--- src/rtl/alu_seq_ctrl.sv ---
// alu_seq_ctrl: serialises one operation at a time onto a multi-cycle ALU datapath.
// Optional macro ALU_SEQ_PERF_EN builds the perf_ops/perf_mul counters; undefined, both read 0.
module alu_seq_ctrl #(
  parameter int unsigned MUL_LAT = 32
) (
  input  logic        clk,
  input  logic        rst,
  input  logic        req_valid,
  output logic        req_ready,
  input  logic [5:0]  req_funct,
  input  logic [31:0] req_a,
  input  logic [31:0] req_b,
  output logic [5:0]  alu_signal,
  output logic [31:0] alu_dataA,
  output logic [31:0] alu_dataB,
  input  logic [31:0] alu_result,
  output logic        resp_valid,
  input  logic        resp_ready,
  output logic [31:0] resp_data,
  output logic        resp_err,
  output logic        busy,
  output logic [15:0] perf_ops,
  output logic [15:0] perf_mul
);

  localparam logic [5:0] F_AND   = 6'd36;
  localparam logic [5:0] F_OR    = 6'd37;
  localparam logic [5:0] F_ADD   = 6'd32;
  localparam logic [5:0] F_SUB   = 6'd34;
  localparam logic [5:0] F_SLT   = 6'd42;
  localparam logic [5:0] F_SLL   = 6'd0;
  localparam logic [5:0] F_MULTU = 6'd25;
  localparam logic [5:0] F_MFHI  = 6'd16;
  localparam logic [5:0] F_MFLO  = 6'd18;

  localparam logic [7:0] MUL_CNT_INIT = 8'(MUL_LAT - 1);

  typedef enum logic [1:0] {
    S_IDLE,
    S_EXEC,
    S_MUL_WAIT,
    S_RESP
  } state_t;

  function automatic logic is_single_cycle(input logic [5:0] f);
    logic r;
    case (f)
      F_AND, F_OR, F_ADD, F_SUB, F_SLT, F_SLL, F_MFHI, F_MFLO: r = 1'b1;
      default:                                                 r = 1'b0;
    endcase
    return r;
  endfunction

  state_t      state_q, state_d;
  logic [7:0]  cnt_q, cnt_d;
  logic        req_ready_q, req_ready_d;
  logic        resp_valid_q, resp_valid_d;
  logic        resp_err_q, resp_err_d;
  logic        busy_q, busy_d;
  logic [31:0] resp_data_q, resp_data_d;
  logic [5:0]  alu_signal_q, alu_signal_d;
  logic [31:0] alu_a_q, alu_a_d;
  logic [31:0] alu_b_q, alu_b_d;
  logic        accept;

  // req_ready_q is only ever high in IDLE, so accept implies an IDLE transfer
  assign accept = req_valid && req_ready_q;

  always_comb begin
    state_d      = state_q;
    cnt_d        = cnt_q;
    resp_data_d  = resp_data_q;
    resp_err_d   = resp_err_q;
    alu_signal_d = alu_signal_q;
    alu_a_d      = alu_a_q;
    alu_b_d      = alu_b_q;
    case (state_q)
      S_IDLE: begin
        if (accept) begin
          if (req_funct == F_MULTU) begin
            state_d      = S_MUL_WAIT;
            cnt_d        = MUL_CNT_INIT;
            alu_signal_d = req_funct;
            alu_a_d      = req_a;
            alu_b_d      = req_b;
          end else if (is_single_cycle(req_funct)) begin
            state_d      = S_EXEC;
            alu_signal_d = req_funct;
            alu_a_d      = req_a;
            alu_b_d      = req_b;
          end else begin
            // illegal code: skip the datapath entirely
            state_d     = S_RESP;
            resp_data_d = 32'd0;
            resp_err_d  = 1'b1;
          end
        end
      end
      S_EXEC: begin
        state_d      = S_RESP;
        resp_data_d  = alu_result;
        resp_err_d   = 1'b0;
        alu_signal_d = 6'd0;
        alu_a_d      = 32'd0;
        alu_b_d      = 32'd0;
      end
      S_MUL_WAIT: begin
        if (cnt_q == 8'd0) begin
          state_d      = S_RESP;
          resp_data_d  = 32'd0;
          resp_err_d   = 1'b0;
          alu_signal_d = 6'd0;
          alu_a_d      = 32'd0;
          alu_b_d      = 32'd0;
        end else begin
          cnt_d = cnt_q - 8'd1;
        end
      end
      S_RESP: begin
        if (resp_ready) begin
          state_d     = S_IDLE;
          resp_data_d = 32'd0;
          resp_err_d  = 1'b0;
        end
      end
      default: state_d = S_IDLE;
    endcase
    req_ready_d  = (state_d == S_IDLE);
    resp_valid_d = (state_d == S_RESP);
    busy_d       = (state_d != S_IDLE);
  end

  always_ff @(posedge clk) begin
    if (rst) begin
      state_q      <= S_IDLE;
      cnt_q        <= 8'd0;
      req_ready_q  <= 1'b0;
      resp_valid_q <= 1'b0;
      resp_err_q   <= 1'b0;
      busy_q       <= 1'b0;
      resp_data_q  <= 32'd0;
      alu_signal_q <= 6'd0;
      alu_a_q      <= 32'd0;
      alu_b_q      <= 32'd0;
    end else begin
      state_q      <= state_d;
      cnt_q        <= cnt_d;
      req_ready_q  <= req_ready_d;
      resp_valid_q <= resp_valid_d;
      resp_err_q   <= resp_err_d;
      busy_q       <= busy_d;
      resp_data_q  <= resp_data_d;
      alu_signal_q <= alu_signal_d;
      alu_a_q      <= alu_a_d;
      alu_b_q      <= alu_b_d;
    end
  end

  assign req_ready  = req_ready_q;
  assign resp_valid = resp_valid_q;
  assign resp_data  = resp_data_q;
  assign resp_err   = resp_err_q;
  assign busy       = busy_q;
  assign alu_signal = alu_signal_q;
  assign alu_dataA  = alu_a_q;
  assign alu_dataB  = alu_b_q;

`ifdef ALU_SEQ_PERF_EN
  logic [15:0] perf_ops_q, perf_ops_d;
  logic [15:0] perf_mul_q, perf_mul_d;

  // both counters wrap naturally at 16 bits
  always_comb begin
    perf_ops_d = perf_ops_q;
    perf_mul_d = perf_mul_q;
    if (accept) begin
      perf_ops_d = perf_ops_q + 16'd1;
      if (req_funct == F_MULTU) perf_mul_d = perf_mul_q + 16'd1;
    end
  end

  always_ff @(posedge clk) begin
    if (rst) begin
      perf_ops_q <= 16'd0;
      perf_mul_q <= 16'd0;
    end else begin
      perf_ops_q <= perf_ops_d;
      perf_mul_q <= perf_mul_d;
    end
  end

  assign perf_ops = perf_ops_q;
  assign perf_mul = perf_mul_q;
`else
  assign perf_ops = 16'd0;
  assign perf_mul = 16'd0;
`endif

endmodule
--- config.mk ---
export PLATFORM = sky130hd
export DESIGN_NAME = alu_seq_ctrl
export DESIGN_NICKNAME = d
export VERILOG_FILES = /design/src/rtl/alu_seq_ctrl.sv
export SDC_FILE = /design/constraint.sdc
export NUM_CORES = 1
export LEC_CHECK = 0
export ABC_AREA = 1
export BUFFER_PORTS_ARGS = -buffer_cell sky130_fd_sc_hd__buf_2
export CORE_MARGIN = 2
export CORE_UTILIZATION = 40
export CTS_CLUSTER_SIZE = 24
export DETAILED_ROUTE_END_ITERATION = 10
export GPL_ROUTABILITY_DRIVEN = 0
export PLACE_DENSITY_LB_ADDON = 0.12
export SETUP_SLACK_MARGIN = 0.4
export SYNTH_ARGS = -nofsm -noshare
export SYNTH_HDL_FRONTEND = slang
export SYNTH_SLANG_ARGS = --single-unit
--- constraint.sdc ---
create_clock -name clk -period 2.3 [get_ports clk]
set_clock_uncertainty 0.1 [all_clocks]
set_input_delay 0.115 -clock clk [delete_from_list [all_inputs] [get_ports clk]]
set_output_delay 0.115 -clock clk [all_outputs]
set_load 0.005 [all_outputs]
==> metrics.txt <==
status=finished, final reports clean; # IOs=244; share of the clock period used by the worst path=80.5%; Worst Hold Path Cells=6; synthesized area per cell=6.50 sq um; Crit Path Max Fanout=6; post-synthesis compound-gate area fraction=approximately 6.6%; post-synthesis simple-gate area fraction=a little under two fifths; final wirelength=18200 um; worst reg-to-reg path cell count=11; GRT Total Usage=between 20% and 30%; CP Data Required Time=about 2500 ps; VDD IR-drop max=just over 700 uV; Hold Path Class=input port to flop; reg2reg start=cnt_q[1]$_SDFFE_PP0P_; antenna viol nets, final=0; setup_tns=0 ps; Clock H-tree levels=4; most frequent cells in the layout=nand2_1 (276), buf_2 (211), nor2_1 (179); Site Rows=between 40 and 50; total congestion overflow=0; minimum clock period=approximately 1900 ps; first-pass GRT wire length=25900 um; fin. max-slew vios=0; area post-placement=slightly below 7000 sq um; TritonCTS clock tree=yes; Rel. slew slack=53.3%; pre-CTS setup slack=roughly 330 ps; Inserted Clock Buffers=17; synthesized instance count=between 800 and 900; Leak=4.54 nW; Final Cell Area=between 8000 and 9000 sq um; Fin. Hold Viols=0; number of global-route vias before repair=5534; adder-cell share of the synthesized area=roughly 1.3%; Slew @ Worst Pin=roughly 700 ps; clock latency on the worst-skew pair=between 400 and 500 ps; Core Footprint=13900 sq um; CP startpoint kind=flop; Overall Power=about 12 mW; die height=approximately 120 um; Worst setup endpoint=resp_data[4]$_SDFFE_PP0P_; first-pass detailed-route iteration total=5; xor and xnor area share after synthesis=0.461%; Post-Syn Area=roughly 5700 sq um; vias per cell=between 4 and 5; PwrDens=about 1400 nW/um^2; r2r setup slk=approximately 450 ps; CTS Root Cell=clkbuf_16; worst reg2reg endpoint=resp_data[4]$_SDFFE_PP0P_; clk slew on worst S/H paths=roughly 50 ps; Yosys warnings=0; post-synth cell types=27; share of cells above drive strength 1=about a quarter; RSZ-0062 raised after global routing=true; worst setup margin=450 ps; area delta synth->final=53.6%; DRC viols=0; pin count of the biggest net entering global routing=between 70 and 80; DRT iter0 DRCs=between 300 and 400; Crit path arrival time=about 2100 ps; register area share after synthesis=between 40% and 50%; final-report setup violation count=0; Setup crit end kind=flop; Starting Density=around 41%; die width=123 um; initial antenna violation count=0; IO buf count=approximately 210; FMAX=540 MHz; via count=approximately 6300; Max clock buf depth=2; nets=between 1000 and 1500; TritonCTS sink count=~120; multiplexer share of the synthesized area=0%; number of max-cap violations=0; n_diodes=0; most common cell after layout, fill and taps aside=nand2_1; DP HPWL=9990 um; flops & latches, synth=116; largest family of logic cells by synthesized area=simple AND/OR/NAND/NOR gates; worst setup path start=cnt_q[1]$_SDFFE_PP0P_; Setup CP Type=flop to flop; post-layout util=a little over three fifths; Die ar.=about 15000 sq um; post-DR wirelength/cell=approximately 13 um
## cell families after synthesis
family | after synthesis
AOI/OAI and AO/OA | 72
adders and majority gates | 6
DFF | 116
and+or+nand+nor | 540
xor gates and xnor gates | 3
other | 1
buffers and inverters | 139
## repair_timing
| item | 4_1_cts | 5_1_grt |
|---|---|---|
| setup endpoints to repair | 32 | 104 |
| pin swaps | 1 | 4 |
| buffers inserted | 2 | 2 |
| endpoints found under the hold margin | 112 | 0 |
| gates resized for setup | 5 | 22 |
| gates cloned | 1 | 10 |
| hold buffers | 103 | 0 |
## power by group
group / internal, mW / switching [mW] / total [mW]
registers: 2.66 / 0.326 / 2.99
clock network: 1.84 / 0.926 / 2.76
logic: 2.76 / 3.74 / 6.50
total: 7.26 / 4.99 / 12.3
## per-layer routing
metal	part of all wire [%]	vias up	track usage (%)	wire, um
met1	44	2786	26.3	7900
met4	2.9	0	10.4	529
met2	47	217	34.7	8580
met5	0	-	0	0
li1	-	3254	-	-
met3	6.3	46	6.13	1140
## per-stage QoR
| stage | std cells | hold slack [ps] |
|---|---|---|
| after global routing | 1374 | 177 |
| after global placement | 1225 | 324 |
| final | 1374 | 118 |
| after detailed placement | 1225 | 334 |
| after floorplan | 908 | 223 |
| after CTS | 1362 | 84.9 |
## worst max-delay path, stage by stage (launching register included)
cell       delay [ps]
dfxtp_1           310
inv_2              60
ha_1              150
nand3_2           110
o21ai_4           180
nand2_4            90
nor2_4            140
and2_4            260
clkbuf_16         170
nand2_1            50
nand2_1            60
nor2_1             50
## cell usage after synthesis
library cell / count / area (sq um)
xor2_1: 3 / 26.3
a22oi_1: 1 / 7.51
a211oi_1: 1 / 7.51
inv_1: 46 / 173
ha_1: 6 / 75.1
o21ai_4: 1 / 16.3
buf_1: 4 / 15.0
inv_2: 3 / 11.3
nand2_1: 277 / 1040
nor3b_1: 1 / 7.51
nor2_1: 181 / 679
o21ai_0: 5 / 25.0
nand2_2: 4 / 25.0
clkbuf_1: 21 / 78.8
conb_1: 1 / 3.75
nor3_1: 3 / 15.0
buf_4: 42 / 315
nand4_1: 2 / 12.5
dfxtp_1: 116 / 2320
and2_4: 1 / 8.76
nor2_2: 1 / 6.26
buf_2: 18 / 90.1
a21oi_1: 64 / 320
nand3b_1: 2 / 15.0
or2_2: 3 / 18.8
buf_6: 5 / 56.3
nand3_1: 65 / 325
## cell type report
class / count / area, sq um
fillers: 1268 / 5130
multi-input cells: 655 / 2820
repair buffers: 343 / 2570
flip-flops and latches: 116 / 2330
clock buffers: 23 / 498
well taps: 180 / 225
inverters: 49 / 188
clock inverters: 8 / 123
## worst min-delay path by stage
stage	startpoint	end	slack [ps]
final	req_valid	req_ready$_SDFF_PP0_	120
after global routing	req_valid	req_ready$_SDFF_PP0_	180
after CTS	req_valid	req_ready$_SDFF_PP0_	80
after detailed placement	alu_result[4]	resp_data[4]$_SDFFE_PP0P_	330
after global placement	alu_result[4]	resp_data[4]$_SDFFE_PP0P_	320
after floorplan	alu_result[0]	resp_data[0]$_SDFFE_PP0P_	220
## state kept, by name, summed over array words and instances, names as in the netlist, 2 cells and up
register	flops
alu_dataA	32
alu_dataB	32
alu_signal	6
cnt_q	8
resp_data	32
state_q	2
(Power assumes the default switching activity.)
